--- config.mk ---
export PLATFORM = sky130hd
export DESIGN_NAME = controlador_ula8bits
export DESIGN_NICKNAME = d
export VERILOG_FILES = /design/src/rtl/controlador_ula8bits_pkg.sv /design/src/rtl/controlador_ula8bits_codigo_valido.sv /design/src/rtl/controlador_ula8bits.sv
export SDC_FILE = /design/constraint.sdc
export NUM_CORES = 1
export LEC_CHECK = 0
export ABC_AREA = 1
export BUFFER_PORTS_ARGS = -buffer_cell sky130_fd_sc_hd__buf_2
export CAP_MARGIN = 20
export CORE_MARGIN = 2
export CORE_UTILIZATION = 30
export CTS_CLUSTER_DIAMETER = 30
export CTS_CLUSTER_SIZE = 16
export DETAILED_ROUTE_END_ITERATION = 6
export SYNTH_ARGS = -nofsm -noshare
export SYNTH_HDL_FRONTEND = slang
export SYNTH_SLANG_ARGS = --single-unit
--- constraint.sdc ---
create_clock -name clock -period 1.3 [get_ports clock]
set_clock_uncertainty 0.2 [all_clocks]
set_input_delay 0.065 -clock clock [delete_from_list [all_inputs] [get_ports clock]]
set_output_delay 0.065 -clock clock [all_outputs]
set_load 0.005 [all_outputs]
--- src/rtl/controlador_ula8bits_pkg.sv ---
// Shared constants for the ALU logic unit and its sequential front-end:
// operand/opcode widths, supported opcodes and controller state encodings.
package controlador_ula8bits_pkg;

    localparam int unsigned LARGURA_PADRAO     = 8;
    localparam int unsigned CODIGO_BITS_PADRAO = 4;

    localparam logic [3:0] CODIGO_NOT  = 4'b0111;
    localparam logic [3:0] CODIGO_AND  = 4'b1000;
    localparam logic [3:0] CODIGO_OR   = 4'b1001;
    localparam logic [3:0] CODIGO_XOR  = 4'b1010;
    localparam logic [3:0] CODIGO_XNOR = 4'b1011;

    typedef enum logic [1:0] {
        OCIOSO    = 2'd0,
        EXECUTA   = 2'd1,
        RESULTADO = 2'd2
    } estado_t;

endpackage

--- src/rtl/controlador_ula8bits_codigo_valido.sv ---
// Combinational opcode check: 1 when the code is one the logic unit supports.
module codigo_valido_ula
    import controlador_ula8bits_pkg::*;
#(
    parameter int unsigned CODIGO_BITS = CODIGO_BITS_PADRAO
) (
    input  logic [CODIGO_BITS-1:0] codigo,
    output logic                   valido_c
);

    always_comb begin
        valido_c = 1'b0;
        if ((codigo == CODIGO_BITS'(CODIGO_NOT)) ||
            (codigo == CODIGO_BITS'(CODIGO_AND)) ||
            (codigo == CODIGO_BITS'(CODIGO_OR))  ||
            (codigo == CODIGO_BITS'(CODIGO_XOR)) ||
            (codigo == CODIGO_BITS'(CODIGO_XNOR)))
            valido_c = 1'b1;
    end

endmodule

--- src/rtl/controlador_ula8bits.sv ---
// Front-end for the 8-bit ALU logic unit: latches a command, presents it to the
// unit, captures its 9-bit result one cycle later and keeps a chaining accumulator.
module controlador_ula8bits
    import controlador_ula8bits_pkg::*;
#(
    parameter int unsigned LARGURA     = LARGURA_PADRAO,
    parameter int unsigned CODIGO_BITS = CODIGO_BITS_PADRAO
) (
    input  logic                   clock,
    input  logic                   reset,
    input  logic                   comandoValido,
    output logic                   comandoPronto,
    input  logic [CODIGO_BITS-1:0] comandoCodigo,
    input  logic [LARGURA-1:0]     comandoA,
    input  logic [LARGURA-1:0]     comandoB,
    input  logic                   usaAcumulador,
    output logic [LARGURA-1:0]     ulaEntradaA,
    output logic [LARGURA-1:0]     ulaEntradaB,
    output logic [CODIGO_BITS-1:0] ulaCodigo,
    input  logic [LARGURA:0]       ulaSaida,
    output logic                   resultadoValido,
    input  logic                   resultadoPronto,
    output logic [LARGURA:0]       resultado,
    output logic                   flagZero,
    output logic                   erroCodigo,
    output logic [LARGURA-1:0]     acumulador
);

    estado_t estado;
    logic    codigoValido;

    codigo_valido_ula #(
        .CODIGO_BITS (CODIGO_BITS)
    ) uCodigoValido (
        .codigo   (ulaCodigo),
        .valido_c (codigoValido)
    );

    // comandoPronto/resultadoValido are registered copies of the next-state decode.
    always_ff @(posedge clock) begin
        if (reset) begin
            estado          <= OCIOSO;
            comandoPronto   <= 1'b1;
            resultadoValido <= 1'b0;
            ulaEntradaA     <= '0;
            ulaEntradaB     <= '0;
            ulaCodigo       <= '0;
            resultado       <= '0;
            flagZero        <= 1'b0;
            erroCodigo      <= 1'b0;
            acumulador      <= '0;
        end else begin
            case (estado)
                OCIOSO: begin
                    if (comandoValido) begin
                        ulaEntradaA   <= usaAcumulador ? acumulador : comandoA;
                        ulaEntradaB   <= comandoB;
                        ulaCodigo     <= comandoCodigo;
                        comandoPronto <= 1'b0;
                        estado        <= EXECUTA;
                    end
                end
                EXECUTA: begin
                    resultado       <= ulaSaida;
                    acumulador      <= ulaSaida[LARGURA-1:0];
                    flagZero        <= (ulaSaida[LARGURA-1:0] == '0);
                    erroCodigo      <= ~codigoValido;
                    resultadoValido <= 1'b1;
                    estado          <= RESULTADO;
                end
                RESULTADO: begin
                    // Return to idle only; a command seen in this cycle is not taken.
                    if (resultadoPronto) begin
                        resultadoValido <= 1'b0;
                        comandoPronto   <= 1'b1;
                        estado          <= OCIOSO;
                    end
                end
                default: begin
                    resultadoValido <= 1'b0;
                    comandoPronto   <= 1'b1;
                    estado          <= OCIOSO;
                end
            endcase
        end
    end

endmodule

; Word level (Yosys, flattened, before mapping)
; Index checks and enable logic that the tools add are counted.
[word_totals]
regBits = 43
inputBits = 34
output_inout_bits = 41
wordCells = 42
[op_classes]
n_eq_ne = 9
mux = 10
n_bitwise = 3
n_reduce_logical = 10
[op_table]
columns = cell, n
row1 = == test 4 bit (second input constant), 4
row2 = logical NOT 8 bit, 1
row3 = two-way mux 8 bit, 1
row4 = one-hot mux 1 bit (3 select lines), 2
row5 = one-hot mux 2 bit (3 select lines), 1
row6 = AND reduction 2 bit, 3
row7 = == test 4 x 3 -> 1 bit (second input constant), 1
row8 = logical OR 1 bit, 4
row9 = two-way mux 1 bit, 4
row10 = two-way mux 2 bit, 2
row11 = != test 2 bit (second input constant), 2
row12 = inverter 1 bit, 3
row13 = AND reduction 3 bit, 1
row14 = == test 2 x 1 -> 1 bit (second input constant), 1
row15 = == test 2 bit (second input constant), 1
row16 = logical NOT 2 bit, 1

; Longest topological paths before layout
; Gate-level depths: netlist of the first run.
[logic_depth]
ltp_word = 7
mapped_depth = 6
mapped_depth_nobuf = 6

; Hierarchy
; From an unflattened synthesis of the first run, not the netlist that was laid out.
[unflattened]
hier_cells = 199
area_unflattened_um2 = 1446.4
[modules_own_cells]
columns = module, instances, cells_per_inst, area_each_um2, seq_area_each_um2
row1 = controlador_ula8bits, 1, 192, 1420.1, 700.7
row2 = codigo_valido_ula, 1, 7, 26.3, 0.0

; Worst setup path before layout of the first run
; No wires, ideal clock.
[synth_timing]
path_type = register -> register
startpoint = register estado[1]
endpoint = register resultadoValido
setup_ps = 116
arrival_time_ps = 834
required_time_ps = 984
setup_slack_ps = 150
stages_incl_launch_ff = 6
n_path_buf = 1
period_less_slack_ps = 1150
path_cell_list = dfxtp_1 -> inv_2 -> nand2_4 -> inv_4 -> buf_6 -> o211a_1
[synth_via]
elab_chain_len = 3
word_cells_on_any_way = 7
classes_between = eq/ne (3) / mux (1) / bitwise (1) / reduce/logical (2)
[synth_rtl]
columns = element, line_no
row1 = "start, declared", controlador_ula8bits.sv:29  ; estado_t estado;
row2 = "start signal, assigned", controlador_ula8bits.sv:42  ; estado <= OCIOSO;
row3 = "start signal, assigned", controlador_ula8bits.sv:60  ; estado <= EXECUTA;
row4 = "start signal, assigned", controlador_ula8bits.sv:69  ; estado <= RESULTADO;
row5 = == test 2 bit or logical NOT 2 bit (tied branches), controlador_ula8bits.sv:53  ; case (estado)
row6 = != test 2 bit (no source line) or inverter 1 bit (tied branches), n/a
row7 = AND reduction 2 bit (no source line), n/a
row8 = "end signal, assigned", controlador_ula8bits.sv:44  ; resultadoValido <= 1'b0;
row9 = "end signal, assigned", controlador_ula8bits.sv:68  ; resultadoValido <= 1'b1;
row10 = "end signal, assigned", controlador_ula8bits.sv:74  ; resultadoValido <= 1'b0;
row11 = "end, declared", controlador_ula8bits.sv:21  ; output logic resultadoValido,
; Several ways; a longest one is shown, not always the timed one.
; A chain may end at the register's enable or synchronous reset.

; Worst setup path in the final report of the first run
[layout_timing]
startpoint = input port comandoValido
endpoint = register ulaEntradaB[5]
[layout_via]
elab_chain_len = 1
[layout_rtl]
columns = element, line_no
row1 = "start, declared", controlador_ula8bits.sv:11  ; input logic comandoValido,
row2 = AND reduction 2 bit (no source line), n/a
row3 = "end signal, assigned", controlador_ula8bits.sv:57  ; ulaEntradaB <= comandoB;
row4 = "end, declared", controlador_ula8bits.sv:18  ; output logic [LARGURA-1:0] ulaEntradaB,
; Every way passes these cells.

==> summary.md, run 1 <==
| Metric | Value |
|---|---|
| Crit path cell chain | dlygate4sd3_1 -> buf_2 -> nand3_4 -> buf_6 -> o21ai_0 -> nor2_1 |
| # port buffers | 74 |
| Top cells by count, synth | dfxtp_1 (35), nand2_1 (32), nor2_1 (32), o21ai_0 (25), a21oi_1 (19) |
| Largest cells by area after synthesis | dfxtp_1 (48%), o21ai_0 (8.6%), nand2_1 (8.3%) |
| Fraction of layout cells with a size suffix above 1 | 31.7% |
| PwrDens | about 1300 nW/um2 |
| Wire length per cell | between 10 and 15 um |
| DR DRC count | 0 |
| Mapped cell area | 1450 um2 |
| Tcrit/Tclk final | 96.4% |
| Antenna viol nets, final | 0 |
| Max_slew headroom | 80.6% |
| Slowest stage cell on the critical path | dlygate4sd3_1 |
| Setup TNS | 0 ps |
| Status | finished, final reports clean |
| Final RePlAce weighted congestion | around 0.73 |
| Worst Hold Class | primary input to register |
| Worst slew pin tran | 291 ps |
| Crit path largest cell delay | between 500 and 600 ps |
| First-pass GRT wire length | 5970 um |
| Syn nets | 225 |
| Count of different cell masters after synthesis | 18 |
| IO Pins | 75 |
| CTS buffer count | 5 |
| Skew-Pair Late Insertion Delay | about 290 ps |
| DRT Wirelength | 3930 um |
| Die area | 5410 um2 |
| Ys flop type | dfxtp_1 |
| Mux cell area share after synthesis | 0% |
| Setup violators final | 0 |
| Top cell type's share of synthesized area | between 40% and 50% |
| Largest family of logic cells by synthesized area | simple AND/OR/NAND/NOR gates |
| Dominant cell type by area after synthesis | dfxtp_1 |
| CTS tree | done |
| Area grow syn2layout | 55.9% |
| Synthesis-stage register bit count | 35 |
| RSZ-0062 raised after global routing | no |
| Rows | 25 |
| Vias in the first global route | 1292 |
| Vias post-DR | 1528 |
| Largest net degree at the start of global routing | 24 |
| Tmin final | 1250 ps |
| Synth Instances | 191 |
| Pre-antenna DRT Iters | 4 |
| Critical Path Sink Type | register |
| Warnings from Yosys | 0 |
| Cell with the most instances after synthesis | dfxtp_1 |
| Initial Util | between 30% and 40% |
| Clock transition at the registers of the reported paths | 70 ps |
| Clock root cell | clkbuf_8 |
| Antenna violations before repair | 0 |
| XOR/XNOR Fraction of Synth Area | 0% |
| CP Max Fanout | 11 |
| Die Wd | approximately 74 um |
| Total power | around 2.8 mW |
| Simple-gate portion of the synthesized area | 20.3% |
| Clock Sinks | 35 |
| # diodes | 0 |
| DP HPWL | 2550 um |
| Adder-cell share of the synthesized area | 0% |
| Die Y-Extent | 73.5 um |
| CP required | 1280 ps |
| Leakage | 1.13 nW |
| Async set or reset register ratio after synthesis | 0% |
| Max Root-Sink Buffers | 2 |
| Post-synth EDFFs | 0 |
| Crit path launch type | primary input |
| CTS H-Tree Depth | 2 |
| Register area share after synthesis | 48.3% |
| Hold Vio Cnt, Final | 0 |
| Complex-gate fraction of the synthesized area | 17.3% |
| Max Slew Vio Count | 0 |
| Grt ovf | 0 |
| Total GRT Usage | 14.5% |
| Post-Syn Area per Cell | 7.59 um2 |
| Max Clock Freq | 0.798 GHz |
| Peak supply drop | about 550 uV |
| Critical path class | primary input to register |
| Max cap viols | 0 |
| Iteration-0 DRC Markers | 98 |
| Final nets | between 300 and 400 |
| CORE AREA | 4690 um2 |
| Vias per cell | roughly 4.4 |
| Worst path arrival time | 1230 ps |
## per-layer routing
metal	routed length [um]	part of all wire (%)	global-route usage [%]	vias to the layer above
met5	0	0	0	-
met1	1770	45	17.8	671
met3	199	5.1	4.53	5
li1	-	-	-	802
met4	34	0.87	4.24	0
met2	1920	49	24.4	50
## per-stage QoR
stage          utilization (%)  area, um2  setup slack [ps]  std cells  hold slack [ps]
3_5_place_dp              38.1       1790              81.2        306              120
2_1_floorplan                -       1450               150        191            -65.9
4_1_cts                   47.8       2240              12.4        346             48.3
6_report                  48.2       2260              46.9        347             50.8
5_1_grt                   48.2       2260              10.3        347             90.0
3_3_place_gp              38.1       1790               109        306              112
## worst max-delay path: cells and delay by family
family	cells	cell delay, ps
buffers and inverters	3	830
AND/OR/NAND/NOR	2	190
AO/OA/AOI/OAI	1	140
## repair_timing
action / 4_1_cts / 5_1_grt
endpoints found under the hold margin: 34 / 0
endpoints found under the setup margin: 0 / 14
resized for setup: 0 / 5
hold buffers: 32 / 0
buffers inserted: 0 / 1
## registers in the layout, summed over array words and instances (netlist names)
register / cells
ulaCodigo: 4
flagZero: 1
estado: 2
ulaEntradaA: 8
comandoPronto: 1
ulaEntradaB: 8
erroCodigo: 1
resultado: 9
resultadoValido: 1
## cell type report
class / instances / area [um2]
clock buffers: 5 / 68.8
clock inverters: 3 / 67.6
fillers: 480 / 2430
inverters: 20 / 83.8
multi-input cells: 120 / 544
flip-flops and latches: 35 / 701
well taps: 54 / 67.6
repair buffers: 110 / 728
## power breakdown
| part | leakage [nW] | internal, mW | switching, mW |
|---|---|---|---|
| sequential | 0.288 | 1.15 | 0.0542 |
| clock | 0.0644 | 0.765 | 0.417 |
| combinational | 0.782 | 0.238 | 0.213 |
| total | 1.13 | 2.15 | 0.684 |
## logic make-up after synthesis
group / count (synthesis)
AO/OA/AOI/OAI: 49
AND/OR/NAND/NOR: 71
buffers and inverters: 36
flip-flops: 35
## layout by cell type (no fill, tap or decap)
cell type / netlist / layout
clkbuf_8: 0 / 5
nand3_1: 4 / 4
dlygate4sd3_1: 0 / 32
inv_1: 15 / 15
nor2_1: 32 / 32
nand2_4: 1 / 1
dfxtp_1: 35 / 35
a21oi_1: 19 / 19
buf_6: 4 / 2
inv_2: 3 / 2
o21ai_1: 4 / 5
inv_6: 0 / 1
clkinv_2: 0 / 1
nor3_1: 1 / 1
inv_4: 2 / 1
nand3_4: 1 / 1
o211a_1: 1 / 1
nand2_1: 32 / 32
buf_2: 1 / 74
o21ai_0: 25 / 24
clkinvlp_4: 0 / 1
bufinv_16: 0 / 2
buf_4: 9 / 2
## path summary, 6_finish.rpt
kind	endpoint	slack, ps	cells past startpoint	from
max	ulaEntradaB[5]	50	6	comandoValido
min	ulaEntradaA[5]	50	5	usaAcumulador
max reg2reg	ulaEntradaB[5]	70	5	estado[1]
min reg2reg	comandoPronto	260	2	comandoPronto
(Power assumes the default switching activity.)
==> run 2: changes to the inputs <==
Settings changed: SYNTH_HIERARCHICAL from default to 1.
==> run 2 against run 1 <==
  * Global-route usage grew 0.60 points
  * Register-to-register slack got worse by 20 ps
  * Critical endpoint is now ulaEntradaB[3]
  * Final cell count up 2.3%
  * Highest routed layer unchanged
  * Clock-buffer cell count is 1 higher
  * Core utilization up 0.80 points
  * Sequential power hardly changed
  * Worst hold slack gained 21 ps
  * Critical path type is now register to register
  * First-iteration DRC count shrank 40%
  * Area after synthesis is 0.26% lower
==> summary.md, run 2 <==
| Metric | Value |
|---|---|
| Largest regs | resultado: 9 flops, ulaEntradaA: 8 flops, ulaEntradaB: 8 flops |
| Tcrit/Tclk final | 96.2% (-0.15 points) |
| Peak supply drop | 561 uV (+2.1%) |
| Post-Syn Area per Cell | 7.27 um2 (-4.3%) |
| Total power | 2.48 mW (-13%) |
| Fraction of layout cells with a size suffix above 1 | 31.9% (+0.15 points) |
| Final RePlAce weighted congestion | 0.772 (+5.1%) |
| Critical Path Sink Type | register |
| # port buffers | 74 (unchanged) |
| CORE AREA | 4690 um2 (unchanged) |
| Die Y-Extent | 73.4 um (-0.12%) |
| Die area | 5390 um2 (-0.24%) |
| PwrDens | 1080 nW/um2 (-14%) |
| Max Slew Vio Count | 0 (unchanged) |
| Post-DP Area | 1860 um2 (+4.4%) |
| Register area share after synthesis | 48.4% (+0.13 points) |
| Max cap viols | 0 (unchanged) |
| Largest register FFs | 9 (unchanged) |
| Grt ovf | 0 (unchanged) |
| Setup TNS | 0 ps (unchanged) |
| Hold depth | 5 (unchanged) |
| Commonest non-fill, non-tap cell in the layout | buf_2 |
| Initial Util | 30.8% (-0.080 points) |
| Final nets | 335 (+2.8%) |
| Inst Count DP | 316 (+3.3%) |
| CTS buffer count | 5 (unchanged) |
| Iteration-0 DRC Markers | 59 (-40%) |
| Crit path cell chain | nor2_4 -> nand2_4 -> buf_12 -> o21ai_0 -> nor2_1 |
| Rows | 25 (unchanged) |
| Synthesis-stage register bit count | 35 (unchanged) |
| Ys flop type | dfxtp_1 |
| DRT Wirelength | 3930 um (about the same) |
| Cell with the most instances after synthesis | nand2_1 |
| Reg with most FFs | resultado |
| Leakage | 1.17 nW (+3.2%) |
| Slowest stage cell on the critical path | dfxtp_2 |
| Filler cells | 475 (-1.0%) |
| Area grow syn2layout | 58.9% |
| Post-CTS Repair Setup Buffers | 0 (unchanged) |
| Antenna violations before repair | 0 (unchanged) |
| Largest net degree at the start of global routing | 19 (-21%) |
| Max_slew headroom | 86.7% (+6.1 points) |
| Largest cells by area after synthesis | dfxtp_1 (48%), o21ai_0 (10%), nand2_1 (9.3%) |
| Vias in the first global route | 1455 (+13%) |
| Syn nets | 233 (+3.6%) |
| Smallest hold slack | 71.9 ps (+21.1 ps) |
| Synth Instances | 199 (+4.2%) |
| Post-synth EDFFs | 0 (unchanged) |
| First-pass GRT wire length | 6360 um (+6.6%) |
| # diodes | 0 (unchanged) |
| Top cell type's share of synthesized area | 48.4% (+0.13 points) |
| Die Wd | 73.4 um (-0.12%) |
| Post-route insts no fill | 355 (+2.3%) |
| CP required | 1270 ps (about the same) |
| Crit path largest cell delay | 350 ps (-170 ps) |
| Dominant cell type by area after synthesis | dfxtp_1 |
| Critical path class | register to register |
| Design Area, Final | 2300 um2 (+1.7%) |
| Worst Hold Class | primary input to register |
| Pre-CTS setup slack | 68.4 ps (-12.9 ps) |
| R2R depth | 5 (unchanged) |
| Clock root cell | clkbuf_8 |
| Antenna viol nets, final | 0 (unchanged) |
| DR DRC count | 0 (unchanged) |
| Most frequent cells in the layout | buf_2 (74), nand2_1 (36), nor2_1 (35), dfxtp_1 (34), dlygate4sd3_1 (32) |
| Pre-antenna DRT Iters | 6 (+2) |
| Wire length per cell | 11.1 um (-2.3%) |
| Tmin final | 1250 ps (-1.95 ps) |
| Clock Sinks | 35 (unchanged) |
| PnR worst setup slack | 48.9 ps (+1.95 ps) |
| RSZ-0062 raised after global routing | yes |
| Total GRT Usage | 15.1% (+0.60 points) |
| CTS tree | done |
| IO Pins | 75 (unchanged) |
| Clock transition at the registers of the reported paths | 70 ps (about the same) |
| Hold Vio Cnt, Final | 0 (unchanged) |
| Max Root-Sink Buffers | 2 (unchanged) |
| Worst slew pin tran | 198 ps (-92.6 ps) |
| CTS H-Tree Depth | 2 (unchanged) |
| Vias post-DR | 1562 (+2.2%) |
| CP Max Fanout | 12 (+1) |
| Crit path launch type | register |
| Worst path arrival time | 1220 ps (about the same) |
| Status | finished, final reports clean |
| Async set or reset register ratio after synthesis | 0% (unchanged) |
| Vias per cell | 4.40 (about the same) |
| Setup violators final | 0 (unchanged) |
| Mapped cell area | 1450 um2 (-0.26%) |
| Skew-Pair Late Insertion Delay | 270 ps (-20 ps) |
| Count of different cell masters after synthesis | 18 (unchanged) |
| Top cells by count, synth | nand2_1 (36), dfxtp_1 (35), nor2_1 (35), o21ai_0 (29), inv_1 (20) |
| Warnings from Yosys | 6 (+6) |
| DP HPWL | 2710 um (+6.0%) |
| Max Clock Freq | 0.799 GHz (+0.16%) |
| Final Util | 49.0% (+0.80 points) |
-- run 2: cell count changes after synthesis, sizes merged --
cell,before,now
a21oi,19,17
buf,14,13
nor2,32,36
nand2,33,38
inv,20,22
clkbuf,2,4
nand3,5,3
-- run 2: final cells by class --
type | instances | area, um2 | area share, %
sequential | 35 | 702 | 30.5
clock buffer | 6 | 82.6 | 3.59
multi-input combinational | 125 | 568 | 24.7
tap | 54 | 67.6 | 2.94
clock inverter | 1 | 5.00 | 0.218
timing repair buffer | 112 | 786 | 34.2
inverter | 22 | 87.6 | 3.81
-- run 2: routing by layer --
metal	vias to the layer above	wire, um	GRT usage (%)
met3	2	309	4.12
met5	-	0	0
met1	668	1850	19.0
met2	72	1750	25.8
met4	0	15	3.64
li1	820	-	-
-- run 2: logic make-up after synthesis --
group	after synthesis	synth area share, %
compound gates	47	16.6
buf+inv	39	13.8
flops	35	48.4
simple gates	78	21.1
-- run 2: power by group --
| group | switching [mW] | internal, mW |
|---|---|---|
| Sequential | 0.0553 | 1.15 |
| Combinational | 0.226 | 0.271 |
| Clock | 0.355 | 0.415 |
-- run 2: final timing paths --
path / from / endpoint / slack, ps
max: estado[0] / ulaEntradaB[3] / 50
min reg2reg: comandoPronto / comandoPronto / 250
max reg2reg: estado[0] / ulaEntradaB[3] / 50
min: usaAcumulador / ulaEntradaA[6] / 70
-- run 2: critical path, delay by kind of cell, from the launching register on --
family	cells	cell delay [ps]
AO/OA/AOI/OAI	1	160
AND/OR/NAND/NOR	3	290
buffers and inverters	1	140
flip-flops	1	350
-- run 2: timing repair --
| item | 4_1_cts | 5_1_grt |
|---|---|---|
| hold buffers | 32 | 0 |
| setup endpoints to repair | 0 | 18 |
| resized for setup | 0 | 12 |
| hold endpoints to repair | 33 | 0 |
==> run 3: changes to the inputs <==
Settings changed: SKIP_LAST_GASP from default to 1.
Clock period 1.3 ns to 1 ns, I/O delays scaled along.
==> run 3 against run 2 <==
  * The run now ends with hold timing, setup timing left
  * Maximum frequency grew 3.3%
  * Critical path depth rose by 1
  * Sequential power rose by 31%
  * Highest routed layer unchanged
  * Core utilization grew 6.1 points
==> summary.md, run 3 (synthesized netlist as in run 2, its figures left out) <==
| Metric | Value |
|---|---|
| Status | finished, violations left |
| Failing checks | hold timing, setup timing |
| Setup violators final | 49 (+49) |
| Critical path class | register to register |
| # diodes | 0 (unchanged) |
| DR DRC count | 0 (unchanged) |
| Reg with most FFs | resultado |
| Max Root-Sink Buffers | 2 (unchanged) |
| Pre-CTS setup slack | -221 ps (-290 ps) |
| Die Wd | 73.4 um (unchanged) |
| Commonest non-fill, non-tap cell in the layout | buf_2 |
| WP buf/inv | 2 (+1) |
| Die Y-Extent | 73.4 um (unchanged) |
| Total GRT Usage | 15.5% (+0.35 points) |
| Post-DP Area | 1870 um2 (+0.40%) |
| CORE AREA | 4690 um2 (unchanged) |
| Peak supply drop | 798 uV (+42%) |
| Worst path arrival time | 1230 ps (about the same) |
| Largest delay share family, worst path | flip-flops |
| DP HPWL | 2780 um (+2.7%) |
| RSZ-0062 raised after global routing | yes |
| Antenna violations before repair | 0 (unchanged) |
| Max Slew Vio Count | 0 (unchanged) |
| DRT Wirelength | 4250 um (+8.1%) |
| Pre-antenna DRT Iters | 4 (-2) |
| Largest regs | resultado: 9 flops, ulaEntradaA: 8 flops, ulaEntradaB: 8 flops |
| Hold Path Sink | flagZero |
| Final RePlAce weighted congestion | 0.755 (-2.2%) |
| CP Max Fanout | 8 (-4) |
| R2R depth | 6 (+1) |
| Fraction of layout cells with a size suffix above 1 | 52.7% (+21 points) |
| CTS tree | done |
| CTS buffer count | 5 (unchanged) |
| Clock root cell | clkbuf_8 |
| Max_slew headroom | 78.8% (-7.8 points) |
| Antenna viol nets, final | 0 (unchanged) |
| Final Util | 55.1% (+6.1 points) |
| Total power | 3.50 mW (+41%) |
| Crit path cell chain | nor2_4 -> nand2_4 -> inv_4 -> buf_8 -> nand2_2 -> a21oi_2 |
| PnR worst setup slack | -211 ps (-259 ps) |
| Max cap viols | 0 (unchanged) |
| Smallest hold slack | -127 ps (-199 ps) |
| Critical R2R Capture | ulaEntradaA[7] |
| Crit path largest cell delay | 350 ps (about the same) |
| Design Area, Final | 2580 um2 (+12%) |
| CP required | 1020 ps (-250 ps) |
| Skew-Pair Late Insertion Delay | 280 ps (about the same) |
| Final nets | 346 (+3.3%) |
| Vias in the first global route | 1518 (+4.3%) |
| Max Clock Freq | 0.826 GHz (+3.3%) |
| Hold depth | 4 (-1) |
| Largest net degree at the start of global routing | 17 (-2) |
| Die area | 5390 um2 (unchanged) |
| Vias per cell | 4.39 (-0.30%) |
| Largest register FFs | 9 (unchanged) |
| Wire length per cell | 11.6 um (+4.6%) |
| CTS H-Tree Depth | 2 (unchanged) |
| Hold Buf Count CTS | 22 (-31%) |
| Clock Sinks | 35 (unchanged) |
| Crit path launch type | register |
| Clock transition at the registers of the reported paths | 70 ps (about the same) |
| Reg2reg setup slack | -210 ps (-260 ps) |
| Crit Reg-Reg Startpoint | estado[0] |
| Iteration-0 DRC Markers | 43 (-27%) |
| Worst Hold Class | primary input to register |
| Slowest stage cell on the critical path | dfxtp_4 |
| Post-route insts no fill | 367 (+3.4%) |
| Grt ovf | 0 (unchanged) |
| Hold Vio Cnt, Final | 14 (+14) |
| PwrDens | 1350 nW/um2 (+26%) |
| # port buffers | 74 (unchanged) |
| Most frequent cells in the layout | buf_2 (61), nor2_1 (33), nand2_1 (30), dfxtp_2 (23), dlygate4sd3_1 (22) |
| Tmin final | 1210 ps (-40.5 ps) |
| IO Pins | 75 (unchanged) |
| Initial Util | 30.8% (unchanged) |
| Rows | 25 (unchanged) |
| Leakage | 1.28 nW (+9.6%) |
| Vias post-DR | 1610 (+3.1%) |
| Worst slew pin tran | 314 ps (+116 ps) |
| First-pass GRT wire length | 6360 um (unchanged) |
| Critical Path Sink Type | register |
| Tcrit/Tclk final | 121% (+25 points) |
| Inst Count DP | 323 (+2.2%) |
| Worst hold start | ulaSaida[5] |
| Area grow syn2layout | 78.7% |
run 3: cell types whose count changed in the layout (fill, tap and decap cells not counted), moves of 6 or more:
cell           change
buf_2             -13
buf_4             +16
buf_6             +18
dfxtp_1           -26
dfxtp_2           +22
dlygate4sd3_1     -10
nand2_1            -6
o21ai_0           -16
o21ai_1            +8
o21ai_2            +8
run 3: cell type report:
class	count	area, um2
multi-input combinational	126	677
clock buffer	8	100
fill	436	2110
timing repair buffer	120	878
inverter	22	97.6
tap	54	67.6
timing repair inverter	2	20.0
sequential	35	744
run 3: worst max path at each step:
stage	startpoint	to	slack [ps]	depth (start not counted)
floorplan	estado[0]	ulaCodigo[0]	-140	5
global placement	estado[0]	ulaCodigo[3]	-190	5
detailed placement	estado[0]	ulaEntradaB[6]	-220	5
CTS	estado[1]	ulaEntradaB[6]	-190	5
global route	estado[0]	ulaEntradaB[5]	-290	6
finish	estado[0]	ulaEntradaA[7]	-210	6
run 3: repair_timing:
action,in CTS,in global routing
resized for setup,42,52
endpoints found under the setup margin,55,73
cloned,1,2
buffers inserted,5,7
pin swaps,2,7
hold endpoints to repair,33,13
run 3: metrics by stage:
step | TNS [ps] | hold WS (ps)
3_5_place_dp | -5970 | 95.5
6_report | -6690 | -127
3_3_place_gp | -5130 | 88.5
2_1_floorplan | -3260 | -80.9
4_1_cts | -5520 | -149
5_1_grt | -9530 | -126
run 3: power by group:
| part | total, mW | leakage (nW) | internal, mW | switching (mW) |
|---|---|---|---|---|
| Sequential | 1.58 | 0.299 | 1.51 | 0.0731 |
| Combinational | 0.801 | 0.932 | 0.436 | 0.366 |
| Clock | 1.11 | 0.0515 | 0.628 | 0.486 |
run 3: worst register-to-register path, stage by stage (launching register included):
cell and delay (ps):
dfxtp_4 350, nor2_4 130, nand2_4 90, inv_4 80, buf_8 130, nand2_2 60
a21oi_2 120
run 3: per-layer routing:
layer	track usage (%)	share of wire [%]	wire [um]	vias up
met5	0	0	0	-
met4	6.26	1.3	55	0
met3	4.39	7.2	304	7
met2	26.0	48	2020	67
met1	18.6	44	1870	695
li1	-	-	-	841
